<file path="src/rtl/loader_pkg.sv">
// -----------------------------------------------------------------------------
// loader_pkg
// Shared definitions for the instruction-memory loader:
//   - state_e            : loader FSM states (ST_CHECK only with LOADER_CHECKSUM_EN)
//   - END_WORD_DEFAULT   : end-of-program marker word
//   - BYTES_PER_WORD     : bytes assembled into one instruction word
//   - word_xor()         : XOR of the four bytes of a word (checksum helper)
// Optional feature macro: LOADER_CHECKSUM_EN
// -----------------------------------------------------------------------------
package loader_pkg;

    localparam logic [31:0] END_WORD_DEFAULT = 32'hFFFF_FFFF;
    localparam int          BYTES_PER_WORD   = 4;

    typedef enum logic [2:0] {
        ST_IDLE  = 3'd0,
        ST_RECV  = 3'd1,
        ST_WRITE = 3'd2,
`ifdef LOADER_CHECKSUM_EN
        ST_CHECK = 3'd3,
`endif
        ST_DONE  = 3'd4
    } state_e;

    // Byte-wise XOR of one instruction word, folded into the running checksum.
    function automatic logic [7:0] word_xor(input logic [31:0] w);
        return w[31:24] ^ w[23:16] ^ w[15:8] ^ w[7:0];
    endfunction

endpackage

</file>
<file path="src/rtl/instr_mem_loader.sv">
// -----------------------------------------------------------------------------
// instr_mem_loader
// Receives a byte stream after a start pulse, assembles bytes big-endian into
// 32-bit words and writes them to consecutive instruction-memory words from
// address 0. Loading ends on END_WORD (never written) or when DEPTH words have
// been written. busy holds the CPU while a load is in progress.
//
// Ports:
//   clk, reset          : clock, synchronous active-high reset
//   start               : one-cycle pulse, honoured in IDLE or DONE only
//   in_data/in_valid    : incoming byte stream
//   in_ready            : loader accepts a byte this cycle
//   mem_we/mem_addr/mem_wdata : instruction-memory write port
//   busy, done, full    : load status
//   word_count          : words written in the current load
//   cksum_err           : checksum mismatch (0 unless LOADER_CHECKSUM_EN)
//
// Optional feature macro: LOADER_CHECKSUM_EN -- after END_WORD one extra byte
// is accepted and compared against the running XOR of all written bytes.
//
// All outputs are flops; their next values are derived from the next state so
// they line up with the state they describe.
// -----------------------------------------------------------------------------
module instr_mem_loader
    import loader_pkg::*;
#(
    parameter int          DEPTH    = 32,
    parameter int          ADDR_W   = 5,
    parameter logic [31:0] END_WORD = END_WORD_DEFAULT
) (
    input  logic              clk,
    input  logic              reset,
    input  logic              start,
    input  logic [7:0]        in_data,
    input  logic              in_valid,
    output logic              in_ready,
    output logic              mem_we,
    output logic [ADDR_W-1:0] mem_addr,
    output logic [31:0]       mem_wdata,
    output logic              busy,
    output logic              done,
    output logic              full,
    output logic [ADDR_W:0]   word_count,
    output logic              cksum_err
);

    localparam logic [ADDR_W:0] COUNT_FULL = (ADDR_W + 1)'(DEPTH);
    localparam logic [ADDR_W:0] COUNT_ZERO = {(ADDR_W + 1){1'b0}};
    localparam logic [ADDR_W:0] COUNT_ONE  = {{ADDR_W{1'b0}}, 1'b1};
    localparam logic [1:0]      LAST_BYTE  = 2'(BYTES_PER_WORD - 1);

    state_e            state_q,      state_d;
    logic [1:0]        byte_cnt_q,   byte_cnt_d;
    logic [31:0]       word_q,       word_d;
    logic [ADDR_W:0]   word_count_q, word_count_d;
    logic              full_q,       full_d;
    logic              in_ready_q,   in_ready_d;
    logic              mem_we_q,     mem_we_d;
    logic [ADDR_W-1:0] mem_addr_q,   mem_addr_d;
    logic [31:0]       mem_wdata_q,  mem_wdata_d;
    logic              busy_q,       busy_d;
    logic              done_q,       done_d;
    logic              hs_s;
`ifdef LOADER_CHECKSUM_EN
    logic [7:0]        xor_q,        xor_d;
    logic              cksum_err_q,  cksum_err_d;
`endif

    // in_ready_q mirrors the current state, so this is the real transfer.
    assign hs_s = in_valid & in_ready_q;

    // Next-state and next-output computation for the loader FSM.
    always_comb begin
        state_d      = state_q;
        byte_cnt_d   = byte_cnt_q;
        word_d       = word_q;
        word_count_d = word_count_q;
        full_d       = full_q;
`ifdef LOADER_CHECKSUM_EN
        xor_d        = xor_q;
        cksum_err_d  = cksum_err_q;
`endif

        case (state_q)
            ST_IDLE, ST_DONE: begin
                if (start) begin
                    state_d      = ST_RECV;
                    byte_cnt_d   = 2'd0;
                    word_count_d = COUNT_ZERO;
                    full_d       = 1'b0;
`ifdef LOADER_CHECKSUM_EN
                    xor_d        = 8'h00;
                    cksum_err_d  = 1'b0;
`endif
                end else begin
                    state_d = state_q;
                end
            end
            ST_RECV: begin
                if (hs_s) begin
                    word_d = {word_q[23:0], in_data};
                    if (byte_cnt_q == LAST_BYTE) begin
                        byte_cnt_d = 2'd0;
                        state_d    = ST_WRITE;
                    end else begin
                        byte_cnt_d = byte_cnt_q + 2'd1;
                    end
                end else begin
                    word_d = word_q;
                end
            end
            ST_WRITE: begin
                if (word_q == END_WORD) begin
`ifdef LOADER_CHECKSUM_EN
                    state_d = ST_CHECK;
`else
                    state_d = ST_DONE;
`endif
                end else begin
                    word_count_d = word_count_q + COUNT_ONE;
`ifdef LOADER_CHECKSUM_EN
                    xor_d        = xor_q ^ word_xor(word_q);
`endif
                    // A load that fills memory never sees a checksum byte.
                    if (word_count_d == COUNT_FULL) begin
                        full_d  = 1'b1;
                        state_d = ST_DONE;
                    end else begin
                        state_d = ST_RECV;
                    end
                end
            end
`ifdef LOADER_CHECKSUM_EN
            ST_CHECK: begin
                if (hs_s) begin
                    cksum_err_d = (in_data != xor_q);
                    state_d     = ST_DONE;
                end else begin
                    state_d = state_q;
                end
            end
`endif
            default: begin
                state_d = ST_IDLE;
            end
        endcase

        // Outputs describe the state being entered, so they are flop-aligned.
`ifdef LOADER_CHECKSUM_EN
        in_ready_d = (state_d == ST_RECV) || (state_d == ST_CHECK);
        busy_d     = (state_d == ST_RECV) || (state_d == ST_WRITE) || (state_d == ST_CHECK);
`else
        in_ready_d = (state_d == ST_RECV);
        busy_d     = (state_d == ST_RECV) || (state_d == ST_WRITE);
`endif
        done_d      = (state_d == ST_DONE);
        mem_we_d    = (state_d == ST_WRITE) && (word_d != END_WORD);
        mem_addr_d  = word_count_d[ADDR_W-1:0];
        mem_wdata_d = word_d;
    end

    // State and output registers with synchronous reset.
    always_ff @(posedge clk) begin
        if (reset) begin
            state_q      <= ST_IDLE;
            byte_cnt_q   <= 2'd0;
            word_q       <= 32'h0000_0000;
            word_count_q <= COUNT_ZERO;
            full_q       <= 1'b0;
            in_ready_q   <= 1'b0;
            mem_we_q     <= 1'b0;
            mem_addr_q   <= {ADDR_W{1'b0}};
            mem_wdata_q  <= 32'h0000_0000;
            busy_q       <= 1'b0;
            done_q       <= 1'b0;
`ifdef LOADER_CHECKSUM_EN
            xor_q        <= 8'h00;
            cksum_err_q  <= 1'b0;
`endif
        end else begin
            state_q      <= state_d;
            byte_cnt_q   <= byte_cnt_d;
            word_q       <= word_d;
            word_count_q <= word_count_d;
            full_q       <= full_d;
            in_ready_q   <= in_ready_d;
            mem_we_q     <= mem_we_d;
            mem_addr_q   <= mem_addr_d;
            mem_wdata_q  <= mem_wdata_d;
            busy_q       <= busy_d;
            done_q       <= done_d;
`ifdef LOADER_CHECKSUM_EN
            xor_q        <= xor_d;
            cksum_err_q  <= cksum_err_d;
`endif
        end
    end

    assign in_ready   = in_ready_q;
    assign mem_we     = mem_we_q;
    assign mem_addr   = mem_addr_q;
    assign mem_wdata  = mem_wdata_q;
    assign busy       = busy_q;
    assign done       = done_q;
    assign full       = full_q;
    assign word_count = word_count_q;
`ifdef LOADER_CHECKSUM_EN
    assign cksum_err  = cksum_err_q;
`else
    assign cksum_err  = 1'b0;
`endif

endmodule
</file>
<file path="config.mk">
export PLATFORM = sky130hd
export DESIGN_NAME = instr_mem_loader
export DESIGN_NICKNAME = d
export VERILOG_FILES = /design/src/rtl/loader_pkg.sv /design/src/rtl/instr_mem_loader.sv
export SDC_FILE = /design/constraint.sdc
export NUM_CORES = 1
export LEC_CHECK = 0
export ABC_AREA = 1
export CAP_MARGIN = 20
export CORE_MARGIN = 5
export CORE_UTILIZATION = 30
export CTS_CLUSTER_DIAMETER = 80
export CTS_CLUSTER_SIZE = 16
export DETAILED_ROUTE_END_ITERATION = 10
export PLACE_DENSITY = 0.52
export SYNTH_ARGS = -nofsm -noshare
export SYNTH_HDL_FRONTEND = slang
export SYNTH_SLANG_ARGS = --single-unit
</file>
<file path="constraint.sdc">
create_clock -name clk -period 1.6 [get_ports clk]
set_input_delay 0.16 -clock clk [delete_from_list [all_inputs] [get_ports clk]]
set_output_delay 0.16 -clock clk [all_outputs]
set_load 0.03 [all_outputs]
</file>
; Word-level counts from Yosys, hierarchy flattened
; Cells that the tools add are included.
[word_totals]
register_bits = 48
input_bits = 12
out_inout_bits = 49
wordCells = 55
[classes]
eq_ne = 14
n_reduce_logical = 9
n_bitwise = 1
muxes = 19
addsub = 2
[op_table]
columns = op, n
row1 = 2-to-1 mux 32 bit, 2
row2 = == test 32 bit (second input constant), 1
row3 = != test 32 bit (second input constant), 1
row4 = 2-to-1 mux 3 bit, 5
row5 = 2-to-1 mux 6 bit, 2
row6 = one-hot mux 6 bit (2 select lines), 1
row7 = one-hot mux 3 bit (3 select lines), 1
row8 = != test 2 bit (second input constant), 4
row9 = adder 6 x 1 -> 6 bit (second input constant), 1
row10 = == test 3 x 1 -> 1 bit (second input constant), 2
row11 = == test 3 x 2 -> 1 bit (second input constant), 2
row12 = == test 3 bit (second input constant), 2
row13 = == test 6 bit (second input constant), 1
row14 = 2-to-1 mux 2 bit, 3
row15 = AND reduction 3 bit, 2
row16 = one-hot mux 2 bit (2 select lines), 1
row17 = AND reduction 4 bit, 1
row18 = nonzero test 2 bit, 2
row19 = zero test 3 bit, 1
row20 = 2-to-1 mux 1 bit, 3
row21 = adder 2 x 1 -> 2 bit (second input constant), 1
row22 = == test 2 bit (second input constant), 1
row23 = one-hot mux 1 bit (2 select lines), 1
row24 = OR reduction 2 bit, 1
row25 = other kinds (3), 3

; Longest topological paths before layout
; Gate-level depths: netlist (run 1).
[depth]
ltp_word = 7
depth_mapped = 14
ltp_nobuf = 12

; Worst setup path before layout (run 1)
; Ideal clock, no wire load.
[synth_timing]
kind = register to register
start = register in_ready_q (netlist: in_ready)
end = register mem_we_q (netlist: mem_we)
required_time_ps = 1488
synth_period_minus_slack_ps = 1715
setup_ps = 112
path_slack_ps = -115
arrival_ps = 1603
path_stages_with_launch = 14
path_buffers = 2
cell_sequence = dfxtp_1 buf_4 nand2_2 inv_1 nand3_2 buf_2 nand2_1 nand2_1 nor2_1 nand2_1 nor2_1 nand2_1 nor2_1 nor2_1
[synth_between]
elab_chain_len = 5
elab_cells_between_ends = 8
[synth_rtl]
columns = element, line
row1 = "start, declared", instr_mem_loader.sv:57  ; logic in_ready_q, in_ready_d;
row2 = "start signal, assigned", instr_mem_loader.sv:186  ; in_ready_q <= in_ready_d;
row3 = AND 1 bit *, instr_mem_loader.sv:70  ; assign hs_s = in_valid & in_ready_q;
row4 = 2-to-1 mux 32 bit / 2-to-1 mux 3 bit (equally long branches), instr_mem_loader.sv:100  ; if (hs_s) begin
row5 = 2-to-1 mux 32 bit / one-hot mux 3 bit (3 select lines) (equally long branches), instr_mem_loader.sv:84  ; case (state_q)
row6 = != test 32 bit / == test 3 x 2 -> 1 bit (equally long branches), instr_mem_loader.sv:157  ; mem_we_d = (state_d == ST_WRITE) && (word_d != END_WORD);
row7 = logical AND 1 bit *, instr_mem_loader.sv:157
row8 = "end signal, assigned", instr_mem_loader.sv:187  ; mem_we_q <= mem_we_d;
row9 = "end, declared", instr_mem_loader.sv:58  ; logic mem_we_q, mem_we_d;
; Mark *: on every way between the ends. The rest lies on a longest branch, timed or not.
; A chain may end at the register's enable or synchronous reset.

; Final worst setup path (run 1)
[layout_timing]
start = register state_q[2]
end = register mem_we_q (netlist: mem_we)
[layout_between]
elab_chain_len = 5
elab_cells_between_ends = 13
[layout_rtl]
columns = element, line
row1 = "start, declared", instr_mem_loader.sv:52  ; state_e state_q, state_d;
row2 = "start signal, assigned", instr_mem_loader.sv:181  ; state_q <= state_d;
row3 = == test 3 bit (tied with other cells), instr_mem_loader.sv:84
row4 = OR reduction 2 bit / 2-to-1 mux 3 bit (equally long branches), "instr_mem_loader.sv:84, instr_mem_loader.sv:100"
row5 = one-hot mux 3 bit (3 select lines), instr_mem_loader.sv:84
row6 = == test 3 x 2 -> 1 bit, instr_mem_loader.sv:157
row7 = logical AND 1 bit *, instr_mem_loader.sv:157
; Marked as above.

==> reports/results.txt, run 1 <==
share of post-route cells with drive strength above 1 = 28.0%
TritonCTS Sinks = 48
CP max-delay cell = dfxtp_4
Worst EP arrival = 1.81 ns
fin crit period = 1.60 ns
Hold WC Path Type = flop to flop
cells after synthesis = 464
Via Count = 3276
core area = 8760 um2
reg2reg start = state_q[2]
largest net degree at the start of global routing = 33
largest area contributor in the netlist = dfxtp_1
reg2reg path depth = 12
deepest clock path buffer count = 2
row count = 34
FF-to-FF End = mem_we
Final Non-Filler Cells = 704
worst-path fanout max = 6
Reg2Reg Setup Slack = 0.004 ns
crit path kind = flop to flop
max-slew violations = 0
chip width = 105 um
total CTS buffers = 5
Final Cycle Share = 99.7%
Post-route DRC = 0
routed len/inst = 14.4 um
Diodes inserted = 0
dpl hpwl = 6750 um
critical-path cell list = buf_6 > nor2_4 > buf_6 > clkbuf_16 > nand2_1 > nand2_1 > nor2_1 > nand2_1 > nor2_1 > nand2_1 > nor2_2 > nor2_1
Initial Util = 30.8%
worst vdd ir = 417 uV
pwr dens = 738 nW/um2
Place WS = -0.336 ns
Levels on crit path = 12
drt pass-1 iters = 6
status = finished clean
area share of the leading cell type in the synthesized netlist = 35.6%
global route total overflow = 0
ranking of synthesized cells by area = dfxtp_1 36%, nand2_1 27%, nor2_1 9.9%
final hold viol count = 0
WP buf/inv = 3
Avg Cell Area, Syn = 5.82 um2
Final Worst Setup Slack = 0.00446 ns
GRT Total Usage = 16.5%
CP most frequent cell = nand2_1
root buf cell = clkbuf_8
skew final = 0.00474 ns
Die Ht = 105 um
Max Cap Viol = 0
worst skew pair latency = 0.31 ns
critical path startpoint category = flop
area grow syn2layout = 64.9%
critical path's top delay family = simple AND/OR/NAND/NOR gates
Syn Nets = 478
final WL = 10100 um
RSZ-0062 raised after global routing = yes
die area = 11000 um2
sequential area share after synthesis = 35.6%
CTS tree = done
Max Freq = 0.627 GHz
initial antenna violation count = 0
Critical Path RT = 1.82 ns
final setup fails = 0
vias in the first global route = 3104
Hold EP = full
hold path depth = 2
Post-DRT Antenna Nets = 0
crit end category = flop
gpl congestion = 0.857
Via density = 4.65
Final Net Count = 609
First DRT Iteration DRCs = 210
num ports = 61
Ys Warns = 0
synthesis-stage register bit count = 48
H-Tree Depth = 2
Leak = 2.25 nW
Hold Startpoint = full
first-pass GRT wire length = 14900 um
placed cell count = 679
max incr delay on CP = 0.41 ns
Worst-path clk slew = 0.10 ns
Post-Syn Area = 2700 um2
PortBufs = 59
commonest non-fill, non-tap cell in the layout = nand2_1
Distinct cells, synth = 19
most frequent cells in the layout = 172 x nand2_1, 70 x buf_4, 60 x nor2_1
sequential cells by signal, summed over array words and instances (netlist names):
signal / count
busy: 1
byte_cnt_q: 2
done: 1
full: 1
in_ready: 1
mem_wdata: 32
mem_we: 1
state_q: 3
word_count: 6
worst reg2reg max path, cell delays in order, from the launching register on:
cell and delay, ns:
dfxtp_4 0.41, buf_6 0.12, nor2_4 0.04, buf_6 0.13, clkbuf_16 0.15, nand2_1 0.08, nand2_1 0.08, nor2_1 0.11
nand2_1 0.06, nor2_1 0.10, nand2_1 0.09, nor2_2 0.11, nor2_1 0.04
stage by stage:
step | utilization, % | instance area (um2) | hold WS, ns | power, mW | setup TNS [ns]
6_report | 50.8 | 4450 | 0.452 | 3.29 | 0
5_1_grt | 50.8 | 4450 | 0.492 | 3.46 | -0.180
4_1_cts | 45.7 | 4010 | 0.456 | 3.15 | 0
3_5_place_dp | 44.7 | 3920 | 0.442 | 2.37 | -1.20
3_3_place_gp | 44.7 | 3920 | 0.437 | 2.37 | -1.11
2_1_floorplan | - | 2730 | 0.369 | 1.89 | 0
cell families (layout without fill, tap and decap cells):
family                   after synthesis  count (layout)  share of synthesized area [%]
XOR/XNOR                               1               1                          0.324
other                                  1               1                          0.139
AND/OR/NAND/NOR                      309             310                           46.1
adder cells (fa/ha/maj)                2               2                          0.926
buffers and inverters                 82             213                           13.0
AO/OA/AOI/OAI                         21              21                           3.98
flip-flops                            48              48                           35.6
layer usage:
| layer | wire length, um | global-route usage (%) | part of all wire (%) | up-vias |
|---|---|---|---|---|
| met5 | 0 | 0 | 0 | - |
| met4 | 196 | 4.57 | 1.9 | 0 |
| met3 | 556 | 3.33 | 5.5 | 17 |
| met2 | 4880 | 28.8 | 48 | 96 |
| met1 | 4470 | 20.5 | 44 | 1502 |
| li1 | - | - | - | 1661 |
synthesized netlist by cell type:
master and n:
a21oi_1 8, buf_4 9, dfxtp_1 48, nor2_1 71, nand2_2 1, ha_1 2, xor2_1 1, nand4_1 4
nor3_1 7, clkbuf_1 7, o21ai_0 11, inv_1 59, conb_1 1, a31oi_1 2, nand3_2 3, nor3_2 1
nand2_1 191, nand3_1 31, buf_2 7
where the power goes:
group	total [mW]	switching, mW	internal [mW]
Sequential	1.33	0.0553	1.27
Clock	0.802	0.455	0.347
Combinational	1.16	0.636	0.523
worst max-delay path by stage:
stage / to / start / slack (ns)
after floorplan: mem_we / in_ready / 0.003
after global placement: mem_we / in_valid / -0.33
after detailed placement: mem_we / in_valid / -0.34
after CTS: word_count[3] / word_count[3] / 0.004
after global routing: mem_we / state_q[2] / -0.11
final: mem_we / state_q[2] / 0.004
area by class of cell:
class / instances / area (um2)
timing repair buffer: 146 / 1410
clock inverter: 2 / 10.0
inverter: 59 / 224
multi-input combinational: 335 / 1600
tap: 108 / 135
clock buffer: 6 / 82.6
fill: 910 / 4310
sequential: 48 / 997
what timing repair did:
action / 4_1_cts / 5_1_grt
hold endpoints to repair: 0 / 0
resized for setup: 25 / 75
gates cloned: 1 / 7
buffers inserted: 1 / 8
hold buffers: 0 / 0
setup endpoints to repair: 23 / 17
pin swaps: 1 / 31
(Power assumes the default switching activity.)
==> inputs of run 2 (changes only) <==
Settings changed: MAX_ROUTING_LAYER set to met4.
Clock period 1.6 ns to 1.7 ns, I/O delays scaled along.
==> run 2 against run 1 <==
  * Critical path depth decreased by 11
  * Global-route usage increased by 0.28 points
  * Highest routed layer unchanged
  * Die area unchanged
  * Largest cell class unchanged
  * Largest power group unchanged
==> reports/results.txt, run 2 (same netlist as run 1, synthesis figures left out) <==
core area = 8760 um2 (unchanged)
worst vdd ir = 370 uV (-11%)
setup_tns = 0 ns (unchanged)
worst-path fanout max = 3 (-3)
crit end category = primary output
PortBufs = 59 (unchanged)
Hold WC Path Type = flop to flop
row count = 34 (unchanged)
final hold viol count = 0 (unchanged)
Register Area = 971 um2 (-2.6%)
initial antenna violation count = 0 (unchanged)
gpl congestion = 0.863 (+0.64%)
root buf cell = clkbuf_8
Post-route DRC = 0 (unchanged)
Post-DRT Antenna Nets = 0 (unchanged)
area of the multi-input gates = 1420 um2 (-11%)
skew final = 0.0119 ns (+0.00715 ns)
area grow syn2layout = 45.7%
Leak = 1.95 nW (-13%)
final setup fails = 0 (unchanged)
Via density = 4.51 (-3.0%)
Worst EP arrival = 1.50 ns (-0.31 ns)
Diodes inserted = 0 (unchanged)
Final Cycle Share = 98.5%
post-layout util = 44.9% (-5.9 points)
First DRT Iteration DRCs = 167 (-20%)
placed cell count = 668 (-1.6%)
worst skew pair latency = 0.31 ns (about the same)
Final Non-Filler Cells = 676 (-4.0%)
CP max-delay cell = clkdlybuf4s50_1
largest net degree at the start of global routing = 29 (-12%)
global route total overflow = 0 (unchanged)
max FFs per register = 32 (unchanged)
Worst-path clk slew = 0.10 ns (about the same)
drt pass-1 iters = 4 (-2)
WP buf/inv = 1 (-2)
most frequent cells in the layout = 191 x nand2_1, 65 x nor2_1, 57 x buf_4
TritonCTS Sinks = 48 (unchanged)
fin crit period = 1.67 ns
final WL = 8820 um (-13%)
pwr dens = 768 nW/um2 (+4.1%)
Max Freq = 0.597 GHz
commonest non-fill, non-tap cell in the layout = nand2_1
deepest clock path buffer count = 2 (unchanged)
share of post-route cells with drive strength above 1 = 15.3% (-13 points)
dpl hpwl = 6730 um (-0.30%)
status = finished clean
crit path kind = flop to primary output
critical path startpoint category = flop
Critical Path RT = 1.53 ns (-0.29 ns)
chip width = 105 um (unchanged)
die area = 11000 um2 (unchanged)
routed len/inst = 13.0 um (-9.1%)
num ports = 61 (unchanged)
Initial Util = 30.8% (unchanged)
Die Ht = 105 um (unchanged)
max-slew violations = 0 (unchanged)
Via Count = 3050 (-6.9%)
Final Net Count = 581 (-4.6%)
total CTS buffers = 5 (unchanged)
critical-path cell list = clkdlybuf4s50_1
max incr delay on CP = 0.73 ns (+0.32 ns)
critical path's top delay family = buffers and inverters
GRT Total Usage = 16.8% (+0.28 points)
Fillers = 966 (+6.2%)
vias in the first global route = 3012 (-3.0%)
Max Cap Viol = 0 (unchanged)
first-pass GRT wire length = 14900 um (+0.13%)
RSZ-0062 raised after global routing = yes
H-Tree Depth = 2 (unchanged)
CTS tree = done
-- run 2: cell types whose count changed in the layout (fill, tap and decap cells not counted), sizes merged --
cell and change:
bufinv +1, buf -22, clkbuf -6, clkdlybuf4s50 +20, clkinvlp +1, clkinv -1
nand3 -1, dlygate4sd2 -21, dlymetal6s2s +1
-- run 2: worst paths after layout --
path | cells after the start | to | startpoint | slack, ns
hold / removal | 2 | full | full | 0.45
setup reg to reg | 11 | mem_we | state_q[2] | 0.15
setup / recovery | 1 | mem_wdata[2] | mem_wdata[2] | 0.03
hold reg to reg | 2 | full | full | 0.45
-- run 2: timing repair --
item,CTS,global route
buffers inserted,0,0
endpoints found under the setup margin,0,16
gates resized for setup,0,25
hold buffers,0,0
-- run 2: layout make-up --
class	instances	area share (%)
clock buffers	5	1.75
clock inverters	3	1.08
multi-input cells	334	36.2
inverters	59	5.69
flip-flops and latches	48	24.7
repair buffers	119	27.2
well taps	108	3.43
-- run 2: metal layers --
metal,GRT usage (%),routed length (um)
met5,-,0
met2,26.8,3990
met3,2.53,427
met1,22.3,4260
met4,4.02,144
-- run 2: stage by stage --
stage          area, um2  hold slack, ns  setup slack, ns  power (mW)
5_1_grt             3940           0.493          -0.0197        3.22
2_1_floorplan       2700           0.387           0.0304        1.78
4_1_cts             3870           0.459           0.0171        3.06
3_3_place_gp        3760           0.441           -0.251        2.19
6_report            3940           0.453           0.0261        3.02
3_5_place_dp        3760           0.443           -0.272        2.19
-- run 2: power by group --
group          internal (mW)  switching, mW
sequential              1.19         0.0534
clock                  0.436          0.415
combinational          0.400          0.527
total                   2.03          0.995
